<file path="config.mk">
export PLATFORM = sky130hd
export DESIGN_NAME = game_phase_fsm
export DESIGN_NICKNAME = d
export VERILOG_FILES = /design/src/rtl/battleship_pkg.sv /design/src/rtl/key_debounce.sv /design/src/rtl/game_phase_fsm.sv
export SDC_FILE = /design/constraint.sdc
export NUM_CORES = 1
export LEC_CHECK = 0
export CORE_UTILIZATION = 30
export CTS_CLUSTER_SIZE = 16
export DETAILED_ROUTE_END_ITERATION = 8
export GPL_ROUTABILITY_DRIVEN = 0
export PLACE_DENSITY = 0.55
export SETUP_SLACK_MARGIN = 0.1
export SLEW_MARGIN = 40
export SYNTH_ARGS = -nofsm -noshare
export SYNTH_HDL_FRONTEND = slang
export SYNTH_SLANG_ARGS = --single-unit
</file>
<file path="constraint.sdc">
create_clock -name CLOCK_50 -period 1.57 [get_ports CLOCK_50]
set_input_delay 0.314 -clock CLOCK_50 [delete_from_list [all_inputs] [get_ports CLOCK_50]]
set_output_delay 0.314 -clock CLOCK_50 [all_outputs]
set_load 0.03 [all_outputs]
</file>
<file path="src/rtl/battleship_pkg.sv">
// -----------------------------------------------------------------------------
// battleship_pkg
// Definitions shared by the BattleShip phase sequencer, board and drawer blocks.
//   phase_t             : game phase encoding
//   DEFAULT_NUM_PLAYERS : default number of players taking turns
//   DEFAULT_NUM_SHIPS   : default number of ships each player places
// -----------------------------------------------------------------------------
package battleship_pkg;

    typedef enum logic [1:0] {
        WELCOME = 2'b00,
        PLACE   = 2'b01,
        PLAY    = 2'b10,
        OVER    = 2'b11
    } phase_t;

    localparam int DEFAULT_NUM_PLAYERS = 2;
    localparam int DEFAULT_NUM_SHIPS   = 5;

endpackage

</file>
<file path="src/rtl/key_debounce.sv">
// -----------------------------------------------------------------------------
// key_debounce
// Turns the raw active-low push-button into a single-cycle press pulse:
// 2-flop synchroniser, optional debounce filter, falling-edge detector.
//
// Build option:
//   KEY_DEBOUNCE_EN defined   : the synchronised level must hold a new value
//                               for DEBOUNCE_CYCLES consecutive cycles before
//                               the edge detector sees it.
//   KEY_DEBOUNCE_EN undefined : the synchroniser output feeds the edge
//                               detector directly; DEBOUNCE_CYCLES is unused.
//
// Ports:
//   clk   in  system clock, rising edge
//   rstN  in  asynchronous active-low reset
//   keyN  in  raw key level, active-low, asynchronous to clk
//   press out one-cycle pulse per press (high-to-low transition)
// -----------------------------------------------------------------------------
module key_debounce #(
    parameter int DEBOUNCE_CYCLES = 500000
) (
    input  logic clk,
    input  logic rstN,
    input  logic keyN,
    output logic press
);

    logic syncMeta;
    logic syncOut;
    logic levelNow;
    logic levelDly;

    // Idle level of the key is high, so every stage resets to 1 and the
    // release of reset can never look like a press.
    always_ff @(posedge clk or negedge rstN) begin
        if (!rstN) begin
            syncMeta <= 1'b1;
            syncOut  <= 1'b1;
        end else begin
            syncMeta <= keyN;
            syncOut  <= syncMeta;
        end
    end

`ifdef KEY_DEBOUNCE_EN
    localparam int CntW = $clog2(DEBOUNCE_CYCLES + 1);
    localparam logic [CntW-1:0] CntLoad = CntW'(DEBOUNCE_CYCLES - 1);

    logic [CntW-1:0] stableCnt;
    logic            stableLvl;

    // Down-counter reloads whenever the input agrees with the accepted level;
    // terminal count (0) on a differing sample means DEBOUNCE_CYCLES
    // consecutive differing samples were seen. It stops there, never wraps.
    always_ff @(posedge clk or negedge rstN) begin
        if (!rstN) begin
            stableCnt <= CntLoad;
            stableLvl <= 1'b1;
        end else if (syncOut == stableLvl) begin
            stableCnt <= CntLoad;
        end else if (stableCnt == '0) begin
            stableLvl <= syncOut;
            stableCnt <= CntLoad;
        end else begin
            stableCnt <= stableCnt - 1'b1;
        end
    end

    assign levelNow = stableLvl;
`else
    assign levelNow = syncOut;
`endif

    always_ff @(posedge clk or negedge rstN) begin
        if (!rstN) begin
            levelDly <= 1'b1;
        end else begin
            levelDly <= levelNow;
        end
    end

    assign press = levelDly & ~levelNow;

endmodule

</file>
<file path="src/rtl/game_phase_fsm.sv">
// -----------------------------------------------------------------------------
// game_phase_fsm
// BattleShip phase sequencer: welcome screen, per-player ship placement,
// alternating turns, game over. Every state entry (and every player change)
// requests one redraw from the VGA drawer; game events are dropped while a
// draw is pending or in progress.
//
// Build option: KEY_DEBOUNCE_EN enables the advance-key debounce filter
// inside key_debounce (DEBOUNCE_CYCLES stable cycles required).
//
// Parameters: NUM_PLAYERS (>=2), NUM_SHIPS (>=1), DEBOUNCE_CYCLES
// Ports:
//   CLOCK_50     in  system clock, rising edge
//   resetn       in  asynchronous active-low reset
//   advance_n    in  raw KEY, active-low, asynchronous
//   ship_placed  in  pulse, current player committed a ship
//   shot_fired   in  pulse, current player fired
//   all_sunk     in  level, marks shot_fired as the winning shot
//   draw_done    in  pulse, drawer finished the requested screen
//   draw_welcome out phase flag WELCOME
//   place_ships  out phase flag PLACE
//   start_game   out phase flag PLAY
//   game_over    out phase flag OVER
//   player       out current player (winner in OVER)
//   ships_left   out ships still to place for the current player
//   draw_req     out one-cycle pulse, render the current phase
//
// State table:
//   WELCOME | welcome screen, waiting for an advance press
//   PLACE   | players place their fleets in turn
//   PLAY    | players fire in turn until a winning shot
//   OVER    | winner shown, waiting for an advance press
// -----------------------------------------------------------------------------
module game_phase_fsm
    import battleship_pkg::*;
#(
    parameter int NUM_PLAYERS     = DEFAULT_NUM_PLAYERS,
    parameter int NUM_SHIPS       = DEFAULT_NUM_SHIPS,
    parameter int DEBOUNCE_CYCLES = 500000
) (
    input  logic                           CLOCK_50,
    input  logic                           resetn,
    input  logic                           advance_n,
    input  logic                           ship_placed,
    input  logic                           shot_fired,
    input  logic                           all_sunk,
    input  logic                           draw_done,
    output logic                           draw_welcome,
    output logic                           place_ships,
    output logic                           start_game,
    output logic                           game_over,
    output logic [$clog2(NUM_PLAYERS)-1:0] player,
    output logic [$clog2(NUM_SHIPS+1)-1:0] ships_left,
    output logic                           draw_req
);

    localparam int PlayerW = $clog2(NUM_PLAYERS);
    localparam int ShipsW  = $clog2(NUM_SHIPS + 1);
    localparam logic [PlayerW-1:0] LastPlayer = PlayerW'(NUM_PLAYERS - 1);
    localparam logic [ShipsW-1:0]  FullFleet  = ShipsW'(NUM_SHIPS);

    phase_t             stateReg,  stateNext;
    logic [PlayerW-1:0] playerReg, playerNext;
    logic [ShipsW-1:0]  shipsReg,  shipsNext;
    logic               pendReg,   pendNext;
    logic               busyReg,   busyNext;
    logic               drawReqReg;
    logic               press;
    logic               idle;
    logic               redraw;

    key_debounce #(
        .DEBOUNCE_CYCLES(DEBOUNCE_CYCLES)
    ) uKeyDebounce (
        .clk  (CLOCK_50),
        .rstN (resetn),
        .keyN (advance_n),
        .press(press)
    );

    // Reset leaves pend set so the welcome screen is drawn right after release.
    always_ff @(posedge CLOCK_50 or negedge resetn) begin
        if (!resetn) begin
            stateReg   <= WELCOME;
            playerReg  <= '0;
            shipsReg   <= FullFleet;
            pendReg    <= 1'b1;
            busyReg    <= 1'b0;
            drawReqReg <= 1'b0;
        end else begin
            stateReg   <= stateNext;
            playerReg  <= playerNext;
            shipsReg   <= shipsNext;
            pendReg    <= pendNext;
            busyReg    <= busyNext;
            drawReqReg <= pendReg;
        end
    end

    // Events only count once the drawer has caught up with the screen.
    assign idle = !pendReg && !busyReg;

    always_comb begin
        stateNext  = stateReg;
        playerNext = playerReg;
        shipsNext  = shipsReg;
        redraw     = 1'b0;

        case (stateReg)
            WELCOME: begin
                if (idle && press) begin
                    stateNext  = PLACE;
                    playerNext = '0;
                    shipsNext  = FullFleet;
                    redraw     = 1'b1;
                end
            end
            PLACE: begin
                if (idle && ship_placed && (shipsReg != '0)) begin
                    if (shipsReg == ShipsW'(1)) begin
                        redraw = 1'b1;
                        if (playerReg == LastPlayer) begin
                            stateNext  = PLAY;
                            playerNext = '0;
                            shipsNext  = '0;
                        end else begin
                            playerNext = playerReg + 1'b1;
                            shipsNext  = FullFleet;
                        end
                    end else begin
                        shipsNext = shipsReg - 1'b1;
                    end
                end
            end
            PLAY: begin
                if (idle && shot_fired) begin
                    redraw = 1'b1;
                    if (all_sunk) begin
                        stateNext = OVER;
                    end else if (playerReg == LastPlayer) begin
                        playerNext = '0;
                    end else begin
                        playerNext = playerReg + 1'b1;
                    end
                end
            end
            OVER: begin
                if (idle && press) begin
                    stateNext  = WELCOME;
                    playerNext = '0;
                    shipsNext  = FullFleet;
                    redraw     = 1'b1;
                end
            end
            default: begin
                stateNext = WELCOME;
            end
        endcase

        // redraw only fires from idle, so pend and busy are both clear then.
        pendNext = redraw;
        if (pendReg) begin
            busyNext = 1'b1;
        end else if (busyReg && draw_done) begin
            busyNext = 1'b0;
        end else begin
            busyNext = busyReg;
        end
    end

    always_comb begin
        draw_welcome = 1'b0;
        place_ships  = 1'b0;
        start_game   = 1'b0;
        game_over    = 1'b0;
        case (stateReg)
            WELCOME: draw_welcome = 1'b1;
            PLACE:   place_ships  = 1'b1;
            PLAY:    start_game   = 1'b1;
            OVER:    game_over    = 1'b1;
            default: draw_welcome = 1'b1;
        endcase
    end

    assign player     = playerReg;
    assign ships_left = shipsReg;
    assign draw_req   = drawReqReg;

endmodule

</file>
==> metrics.txt <==
warnings from Yosys=0; Hold Crit Class=primary input to asynchronous set/reset pin; final WL=1860 microns; sequential area share after synthesis=42.9%; largest net degree at the start of global routing=13; peak fanout along the critical path=4; post-DP HPWL=1350 microns; DRT Pass-1 Iters=4; Max rail drop VDD=1480 uV; Fillers=207; run status=finished with violations; #FFs+latches synth=12; Synth Area in Adders=12.2%; dpl cells=124; Ant. Diodes=0; Total GRT Usage=14.6%; Leak Pwr=0.000524 uW; Power, Total=2760 uW; Top delay family on crit path=compound AO/OA/AOI/OAI gates; Crit. End Element=flip-flop; Final Hold Vio Count=0; post-route clock skew=0.00120 ns; via/cell ratio=4.95; worst hold slack=0.335 ns; max-slew violations=0; Mapped Area=717 sq um; Least-Margin Pin Slew=0.317 ns; CP max stage cell=dfrtp_1; Post-Syn Instances=66; Synth Area in Compound Gates=26.4%; most frequent cells in the layout=18 x buf_4, 8 x buf_6, 6 x ha_4, 6 x dfrtp_1, 6 x dfstp_2; # IOs=16; Synth Area in XOR/XNOR=0%; Rows=17; fmax=between 600 and 700 MHz; post-layout minimum cycle time=1.66 ns; sequential share of power=19.5%; wire per inst=14.0 microns; Area Growth Syn to Fin=71.2%; main combinational cell family by area after synthesis=compound AO/OA/AOI/OAI gates; Cell variety after synth=31; commonest non-fill, non-tap cell in the layout=buf_4; Cell Count, Final, Fillers Out=133; sequence of cells on the critical path=or3b_4 -> buf_4 -> a21o_4 -> o2bb2ai_4 -> a22o_1; CTS tree=yes; Mapped Nets=80; worst setup margin=-0.0941 ns; slowest stage delay, CP=0.42 ns; NumNets Final=120; Sink Count=12; Via Count=659; Post-synth EDFFs=0; Port Buffers=15; maxcap violations=0; core area=approximately 2200 sq um; proportion of layout cells with a drive suffix above 1=59.0%; Cell Int Power=1570 uW; first-pass GRT wire length=between 2000 and 3000 microns; htree depth=1; Final Cycle Share=106%; vias in the first global route=656; Final Util=55.0%; share of Yosys cell area claimed by the top area cell type=22.0%; synthesized area per cell=roughly 11 sq um; Slew headroom=78.9%; total global routing overflow=0; CTS root buf=clkbuf_4; critical path startpoint category=flip-flop; DRT antenna net count=0; Primary FF master, synth=dfstp_2; proportion of synthesized area in mux cells=0%; failing checks=setup timing; drt initial violations=13; Switching Share=43.3%; # hold bufs at CTS=0; worst skew pair latency=0.27 ns; Num CTS Buffers=3; CP bufs+invs=1; combinational share of power=71.4%; Initial Util=32.1%; # setup viols final=4; RSZ-0062 raised after global routing=yes; top cell type by total area after synthesis=dfstp_2; ranking of synthesized cells by area=dfstp_2 22%, dfrtp_1 21%, ha_1 12%; Die Ht=50.9 microns; Post-Synth Simple-Gate Area=between 10% and 20%; crit path DAT=1.83 ns; kind of critical path=flip-flop to flip-flop; P per Cell Area=~2200 nW/um^2; clock network power share=9.1%; drt drc=0; Die ar.=between 2000 and 3000 sq um; net switching power=1190 uW; CTS max path bufs=2; Required @ worst endpoint=1.74 ns; number of antenna violations at the first check in global routing=0; CTS clk-pin slew, worst paths=~0.08 ns; die width=50.9 microns; Place WS=-0.409 ns; Synth async-reset ratio=100%
## kinds of logic after synthesis
| logic type | Yosys count |
|---|---|
| fa+ha+maj | 7 |
| buf+inv | 8 |
| compound gates | 23 |
| flops | 12 |
| simple gates | 16 |
## power groups by stage
| stage | sequential, uW | combinational, uW | clock [uW] |
|---|---|---|---|
| finish | 538 | 1970 | 252 |
| global route | 557 | 2110 | 274 |
| CTS | 536 | 1780 | 256 |
| detailed placement | 537 | 1560 | 0 |
| global placement | 539 | 1530 | 0 |
| floorplan | 631 | 897 | 0 |
## final cells by class
type | instances | area (sq um) | share of cell area [%]
Tap cell | 28 | 35.0 | 2.85
Clock buffer | 4 | 36.3 | 2.96
Multi-Input combinational cell | 46 | 508 | 41.4
Inverter | 8 | 30.0 | 2.45
Timing Repair Buffer | 35 | 310 | 25.3
Sequential cell | 12 | 308 | 25.1
## state kept, by name, indices dropped and copies added, names as in the netlist
signal,count
uKeyDebounce.levelNow,1
pendReg,1
busyReg,1
ships_left,3
stateReg,2
player,1
draw_req,1
uKeyDebounce.syncMeta,1
uKeyDebounce.levelDly,1
## worst reg2reg max path: cells and delay by family (launching register included)
family                 cells  cell delay [ns]
flip-flops                 1             0.42
AO/OA/AOI/OAI              3             0.58
buffers and inverters      1             0.15
AND/OR/NAND/NOR            1             0.41
## layer usage
metal / vias up / wire (microns) / global-route usage [%]
li1: 321 / - / -
met3: 0 / 57 / 3.57
met5: - / 0 / 0
met4: 0 / 0 / 4.63
met1: 324 / 873 / 18.9
met2: 14 / 931 / 23.8
## cells in the mapped netlist, types with 2 or more instances
cell	count
dfrtp_1	6
ha_1	7
o31ai_1	2
nor2_1	4
o21ai_0	4
dfstp_2	6
inv_1	8
nand2b_1	3
a22oi_1	2
nand2_1	2
a21o_2	2
## stage by stage
stage	cell area, sq um	setup TNS (ns)
floorplan	766	-0.137
global placement	1050	-2.08
detailed placement	1050	-2.16
CTS	1160	-0.0498
global route	1230	-0.505
finish	1230	-0.215
## worst paths after layout
check	slack, ns	endpoint	from	depth (start not counted)
setup / recovery	-0.09	ships_left[1]	busyReg	5
min in group CLOCK_50	0.36	uKeyDebounce.levelNow	uKeyDebounce.syncMeta	0
hold / removal	0.34	draw_req	resetn	2
hold reg to reg	0.36	uKeyDebounce.levelNow	uKeyDebounce.syncMeta	0
max in group asynchronous	1.01	pendReg	resetn	2
setup reg to reg	-0.09	ships_left[1]	busyReg	5
## repair_timing
item                                    4_1_cts  5_1_grt
pin swaps                                     8        4
cloned                                        0        0
endpoints found under the setup margin       14       11
resized for setup                            21        7
buffers inserted                              3        2
Note: power is estimated with default switching activity, not from simulation.
